<file path="src/rtl/pyramid_pkg.sv">
// Shared types and constants for the pyramid counter and its downstream monitor.
package pyramid_pkg;

   localparam int PM_CNT_W = 4;

   typedef enum logic [1:0] {
      IDLE,
      RUN,
      ROW_END,
      ERROR
   } pm_state_t;

   localparam logic [1:0] PM_ERR_NONE  = 2'd0;
   localparam logic [1:0] PM_ERR_STEP  = 2'd1;
   localparam logic [1:0] PM_ERR_NOROW = 2'd2;
   localparam logic [1:0] PM_ERR_SPUR  = 2'd3;

endpackage

</file>
<file path="src/rtl/level_change_det.sv">
// Row-event detector: a strobe in any enabled cycle where the sampled level differs
// from the level seen at the previous enabled sample.
module level_change_det (
   input  logic up,
   input  logic reset,
   input  logic enable,
   input  logic level,
   output logic change
);

   logic prev_row_reg;

   always_ff @(posedge up) begin
      if (reset) begin
         prev_row_reg <= 1'b0;
      end else if (enable) begin
         prev_row_reg <= level;
      end
   end

   assign change = enable & (level ^ prev_row_reg);

endmodule

</file>
<file path="src/rtl/pyramid_monitor.sv">
// Sequence checker and pyramid statistics for the pyramid counter.
// Define PYRAMID_MONITOR_STICKY_ERR_EN to make the error state terminal until reset.
module pyramid_monitor
   import pyramid_pkg::*;
#(
   parameter int CNT_W = PM_CNT_W,
   parameter int TOT_W = 16
) (
   input  logic             up,
   input  logic             reset,
   input  logic             enable,
   input  logic [CNT_W-1:0] cnt_in,
   input  logic             row_pulse,
   input  logic             done_pulse,
   output logic [CNT_W-1:0] row_idx,
   output logic [CNT_W-1:0] row_limit,
   output logic [TOT_W-1:0] pyr_cnt,
   output logic             done,
   output logic             busy,
   output logic             err,
   output logic [1:0]       err_code
);

   pm_state_t        state_reg, state_next;
   logic [CNT_W-1:0] prev_cnt_reg;
   logic [CNT_W-1:0] row_idx_reg, row_idx_next;
   logic [CNT_W-1:0] row_limit_reg, row_limit_next;
   logic [TOT_W-1:0] pyr_cnt_reg, pyr_cnt_next;
   logic             done_reg, done_next;
   logic             busy_reg, busy_next;
   logic             err_reg, err_next;
   logic [1:0]       err_code_reg, err_code_next;
   logic [1:0]       cause;
   logic             row_evt;
   logic             step_ok;
   logic             wrap_ok;
   logic [CNT_W-1:0] cnt_inc;

   level_change_det u_row_det (
      .up     (up),
      .reset  (reset),
      .enable (enable),
      .level  (row_pulse),
      .change (row_evt)
   );

   // The all-ones to zero wrap is never an ordinary step; only wrap_ok accepts it.
   assign cnt_inc = prev_cnt_reg + 1'b1;
   assign step_ok = (cnt_in == cnt_inc) && (prev_cnt_reg < row_limit_reg);
   assign wrap_ok = (cnt_in == '0) && (prev_cnt_reg == row_limit_reg);

   always_comb begin
      state_next     = state_reg;
      row_idx_next   = row_idx_reg;
      row_limit_next = row_limit_reg;
      pyr_cnt_next   = pyr_cnt_reg;
      done_next      = 1'b0;
`ifdef PYRAMID_MONITOR_STICKY_ERR_EN
      err_next       = err_reg;
`else
      err_next       = 1'b0;
`endif
      err_code_next  = err_code_reg;
      cause          = PM_ERR_NONE;

      if (enable) begin
         case (state_reg)
            IDLE: begin
               if (cnt_in == '0) begin
                  state_next = RUN;
               end
            end
            RUN: begin
               if (wrap_ok && row_evt) begin
                  state_next = ROW_END;
               end else if (wrap_ok) begin
                  cause = PM_ERR_NOROW;
               end else if (row_evt || done_pulse) begin
                  cause = PM_ERR_SPUR;
               end else if (!step_ok) begin
                  cause = PM_ERR_STEP;
               end
            end
            ROW_END: begin
               if (row_evt) begin
                  cause = PM_ERR_SPUR;
               end else if (!step_ok) begin
                  cause = PM_ERR_STEP;
               end else begin
                  state_next = RUN;
                  if ((row_limit_reg == CNT_W'(1)) || done_pulse) begin
                     if (pyr_cnt_reg != '1) begin
                        pyr_cnt_next = pyr_cnt_reg + 1'b1;
                     end
                     done_next      = 1'b1;
                     row_idx_next   = '0;
                     row_limit_next = '1;
                  end else begin
                     row_idx_next   = row_idx_reg + 1'b1;
                     row_limit_next = row_limit_reg - 1'b1;
                  end
               end
            end
            ERROR: begin
`ifdef PYRAMID_MONITOR_STICKY_ERR_EN
               state_next = ERROR;
`else
               state_next     = IDLE;
               row_idx_next   = '0;
               row_limit_next = '1;
`endif
            end
            default: begin
               state_next = IDLE;
            end
         endcase

         if (cause != PM_ERR_NONE) begin
            state_next    = ERROR;
            err_next      = 1'b1;
            err_code_next = cause;
         end
      end

      busy_next = (state_next == RUN) || (state_next == ROW_END);
   end

   always_ff @(posedge up) begin
      if (reset) begin
         state_reg     <= IDLE;
         prev_cnt_reg  <= '0;
         row_idx_reg   <= '0;
         row_limit_reg <= '1;
         pyr_cnt_reg   <= '0;
         done_reg      <= 1'b0;
         busy_reg      <= 1'b0;
         err_reg       <= 1'b0;
         err_code_reg  <= PM_ERR_NONE;
      end else begin
         state_reg     <= state_next;
         if (enable) begin
            prev_cnt_reg <= cnt_in;
         end
         row_idx_reg   <= row_idx_next;
         row_limit_reg <= row_limit_next;
         pyr_cnt_reg   <= pyr_cnt_next;
         done_reg      <= done_next;
         busy_reg      <= busy_next;
         err_reg       <= err_next;
         err_code_reg  <= err_code_next;
      end
   end

   assign row_idx   = row_idx_reg;
   assign row_limit = row_limit_reg;
   assign pyr_cnt   = pyr_cnt_reg;
   assign done      = done_reg;
   assign busy      = busy_reg;
   assign err       = err_reg;
   assign err_code  = err_code_reg;

endmodule
</file>
<file path="config.mk">
export PLATFORM = sky130hd
export DESIGN_NAME = pyramid_monitor
export DESIGN_NICKNAME = d
export VERILOG_FILES = /design/src/rtl/pyramid_pkg.sv /design/src/rtl/level_change_det.sv /design/src/rtl/pyramid_monitor.sv
export SDC_FILE = /design/constraint.sdc
export NUM_CORES = 1
export LEC_CHECK = 0
export CORE_MARGIN = 4
export CORE_UTILIZATION = 51
export CTS_CLUSTER_SIZE = 40
export DETAILED_ROUTE_END_ITERATION = 12
export PLACE_DENSITY = 0.79
export SYNTH_ARGS = -nofsm -noshare
export SYNTH_HDL_FRONTEND = slang
export SYNTH_SLANG_ARGS = --single-unit
</file>
<file path="constraint.sdc">
create_clock -name up -period 3.8 [get_ports up]
set_clock_uncertainty 0.15 [all_clocks]
set_input_delay 0.76 -clock up [delete_from_list [all_inputs] [get_ports up]]
set_output_delay 0.76 -clock up [all_outputs]
set_load 0.1 [all_outputs]
</file>
==> flow_summary_export.csv <==
group,metric,value,unit
finish,final_cells,316,
pwr,power_leakage,0.9205,nW
setup_path,critPathLaunchType,"input port",
global_routing,grt_usage,18.00,%
pwr,p_switching,0.0001743,W
route,drc,0,
setup_path,r2r_slack,1.08,ns
cts,h-tree-depth,2,
floorplanning,chipHeight,70.62,µm
yosys,netlist_top_cells_area,"dfxtp_1, xnor2_1, ha_1",
yosys,syn_avg_cell_area,8.731,µm²
finish,multi_input_area,0.001174,mm²
sta,final-setup-viol-count,0,
floorplanning,die-area,0.004986,mm²
yosys,synth.most_common_cell,"dfxtp_1",
sta,hold_violations,0,
yosys,synthTopCellsByCount,"dfxtp_1, nor2_1, nand2_1, xnor2_1, inv_1",
cts,cts_tree,"yes",
yosys,ys_ff_latch,36,
cts,clk_latency,0.29,ns
sta,period_share,79.34,%
global_routing,grt_max_degree,20,
yosys,netlist_area,0.001999,mm²
yosys,dominantRegCellSynth,"dfxtp_1",
yosys,yosysWarnings,0,
sta,fin_tns_setup,0,ns
pwr,netSwitchingFraction,22.48,%
pwr,pwr-share-clk,43.0,%
finish,regArea,720.7,µm²
yosys,syn_nets,251,
finish,final.fill_count,314,
route,antenna_left,0,
placed_design,gp_congestion,0.8747,
placed_design,portBuffers,37,
global_routing,grt_util_met1,23.71,%
floorplanning,start_util,53.80,%
global_routing,antenna_found_initial,0,
finish,antenna_cells,0,
sta,worstMarginPinSlew,0.9812,ns
finish,drive_above_1_share,8.209,%
yosys,yosysTopAreaCell,"dfxtp_1",
yosys,synth.distinct_cells,44,
global_routing,grt_pass1_vias,1673,
finish,syn2layout_area_growth,25.41,%
route,routed_wl,4.109,mm
floorplanning,fp.dieW,70.62,µm
pwr,power_density,309.3,mW/mm²
global_routing,overflow,0,
finish,layout.nets,289,
status,status,"finished clean",
job,drv_cap,0,
pwr,power,0.0007755,W
yosys,yosysSeqAreaShare,36.05,%
sta,fin_crit,3.015,ns
route,drt_iter0_markers,112,
global_routing,grt_pass1_wl,7.369,mm
yosys,synth_edf_count,0,
pwr,seq_power_share,49.6,%
sta,grt_setup_unrepaired,"false",
cts,cts_buffer_depth,2,
cts,hold_buffers,0,
cts,cts-root-buf,"clkbuf_8",
sta,slew_headroom,34.38,%
sta,max_freq,331.7,MHz
cts,clkTransAtPathRegs,0.07,ns
global_routing,grt.busiest_layer,"met2",
setup_path,end_kind,"flip-flop",
global_routing,grt_use_met2,27.96,%
placed_design,hpwl,2.994,mm
cts,cts_buffers,5,
cts,post_cts_buffers,0,
floorplanning,fp-row-count,22,
setup_path,required,3.83,ns
sta,final_max_slew_viol_count,0,
setup_path,path_class,"in -> reg",
min_path,worstHoldPathType,"reg -> reg",
pwr,pwr-share-comb,7.4,%
finish,largest_reg_flops,16,
cts,clkSinkCount,36,
placed_design,place_inst,308,
route,routedWlPerCell,13.00,µm
setup_path,crit_fanout,17,
yosys,synthArstFlopShare,0,%
route,first_pass_iters,4,
yosys,synth_top_cell_area_share,36.05,%
pwr,vdd_ir_drop_max,212.6,µV
floorplanning,io-pin-count,38,
route,vias_per_cell,5.377,
cts,cts_resized,0,
global_routing,use_met3,6.250,%
pwr,p_int,0.0006012,W
setup_path,arrival,3.05,ns
yosys,syn_inst,229,
route,vias,1699,
floorplanning,core,0.003716,mm²
-- placed cells by master, fill, tap and decap left out, types with 2 or more instances in the layout --
cell type        netlist  final
and2_1                 3      3
nand2_1               20     20
xnor2_1               20     20
xor2_1                 4      4
dfxtp_1               36     36
inv_1                 15     15
and3_1                 2      2
o21ai_0                8      8
clkbuf_8               0      5
nand4_1                4      4
nor4_2                 2      2
nor3_1                 5      5
buf_4                  1      2
ha_1                  13     13
nor2b_1                2      2
nand2b_1               2      2
nor3_2                 3      3
mux2i_1                8      8
a31oi_1                2      2
nor2_1                29     29
nand3_1                9      9
clkdlybuf4s50_1        0     37
or3_1                  6      6
a21oi_1                8      8
-- kinds of logic (layout without fill, tap and decap cells) --
kind of cell / after synthesis / count (layout) / synth area share [%]
compound gates: 30 / 30 / 11.01
xor+xnor: 24 / 24 / 10.51
fa+ha+maj: 13 / 13 / 8.135
buf+inv: 23 / 62 / 5.257
flops: 36 / 36 / 36.04
mux: 9 / 9 / 4.568
simple gates: 94 / 94 / 24.47
-- metal layers --
layer  wire, µm  vias to the layer above
li1           -                      860
met4         52                        0
met5          0                        -
met3        214                        5
met1       2019                      794
met2       1823                       40
-- final timing paths --
check / start / to / cells after the start
setup / recovery: cnt_in[0] / pyr_cnt[13] / 8
hold / removal: err_code[1] / err_code[1] / 2
setup reg to reg: prev_cnt_reg[0] / pyr_cnt[13] / 8
hold reg to reg: err_code[1] / err_code[1] / 2
-- cell type report --
cell class              count  area share, %
multi-input cells         170          46.81
clock buffers               5          2.745
clock inverters             3          1.697
flip-flops and latches     36          28.74
well taps                  48          2.395
repair buffers             39          15.37
inverters                  15          2.246
-- critical path, cell delays in order --
cell	delay (ns)
clkdlybuf4s50_1	0.45
xnor2_1	0.18
a2111oi_4	0.35
nand4_2	0.20
a311o_1	0.57
nor4_2	0.33
xnor2_1	0.15
nor2_1	0.05
-- stage by stage --
stage / setup WS [ns] / instance area [µm²] / hold slack [ns] / utilization, %
2_1_floorplan: 0.6589 / 1999 / 0.3322 / -
3_3_place_gp: 0.5382 / 2396 / 0.2950 / 64.48
3_5_place_dp: 0.4808 / 2396 / 0.2953 / 64.48
4_1_cts: 0.8001 / 2507 / 0.3063 / 67.47
5_1_grt: 0.5060 / 2507 / 0.3494 / 67.47
6_report: 0.7852 / 2507 / 0.3052 / 67.47
-- power groups by stage --
| stage | Sequential [W] | Combinational [W] | Clock, W |
|---|---|---|---|
| global route | 0.000385 | 0.0000630 | 0.000359 |
| floorplan | 0.000394 | 0.0000373 | 0 |
| CTS | 0.000385 | 0.0000578 | 0.000343 |
| global placement | 0.000393 | 0.0000567 | 0 |
| finish | 0.000385 | 0.0000577 | 0.000333 |
| detailed placement | 0.000393 | 0.0000573 | 0 |
(Power assumes the default switching activity.)
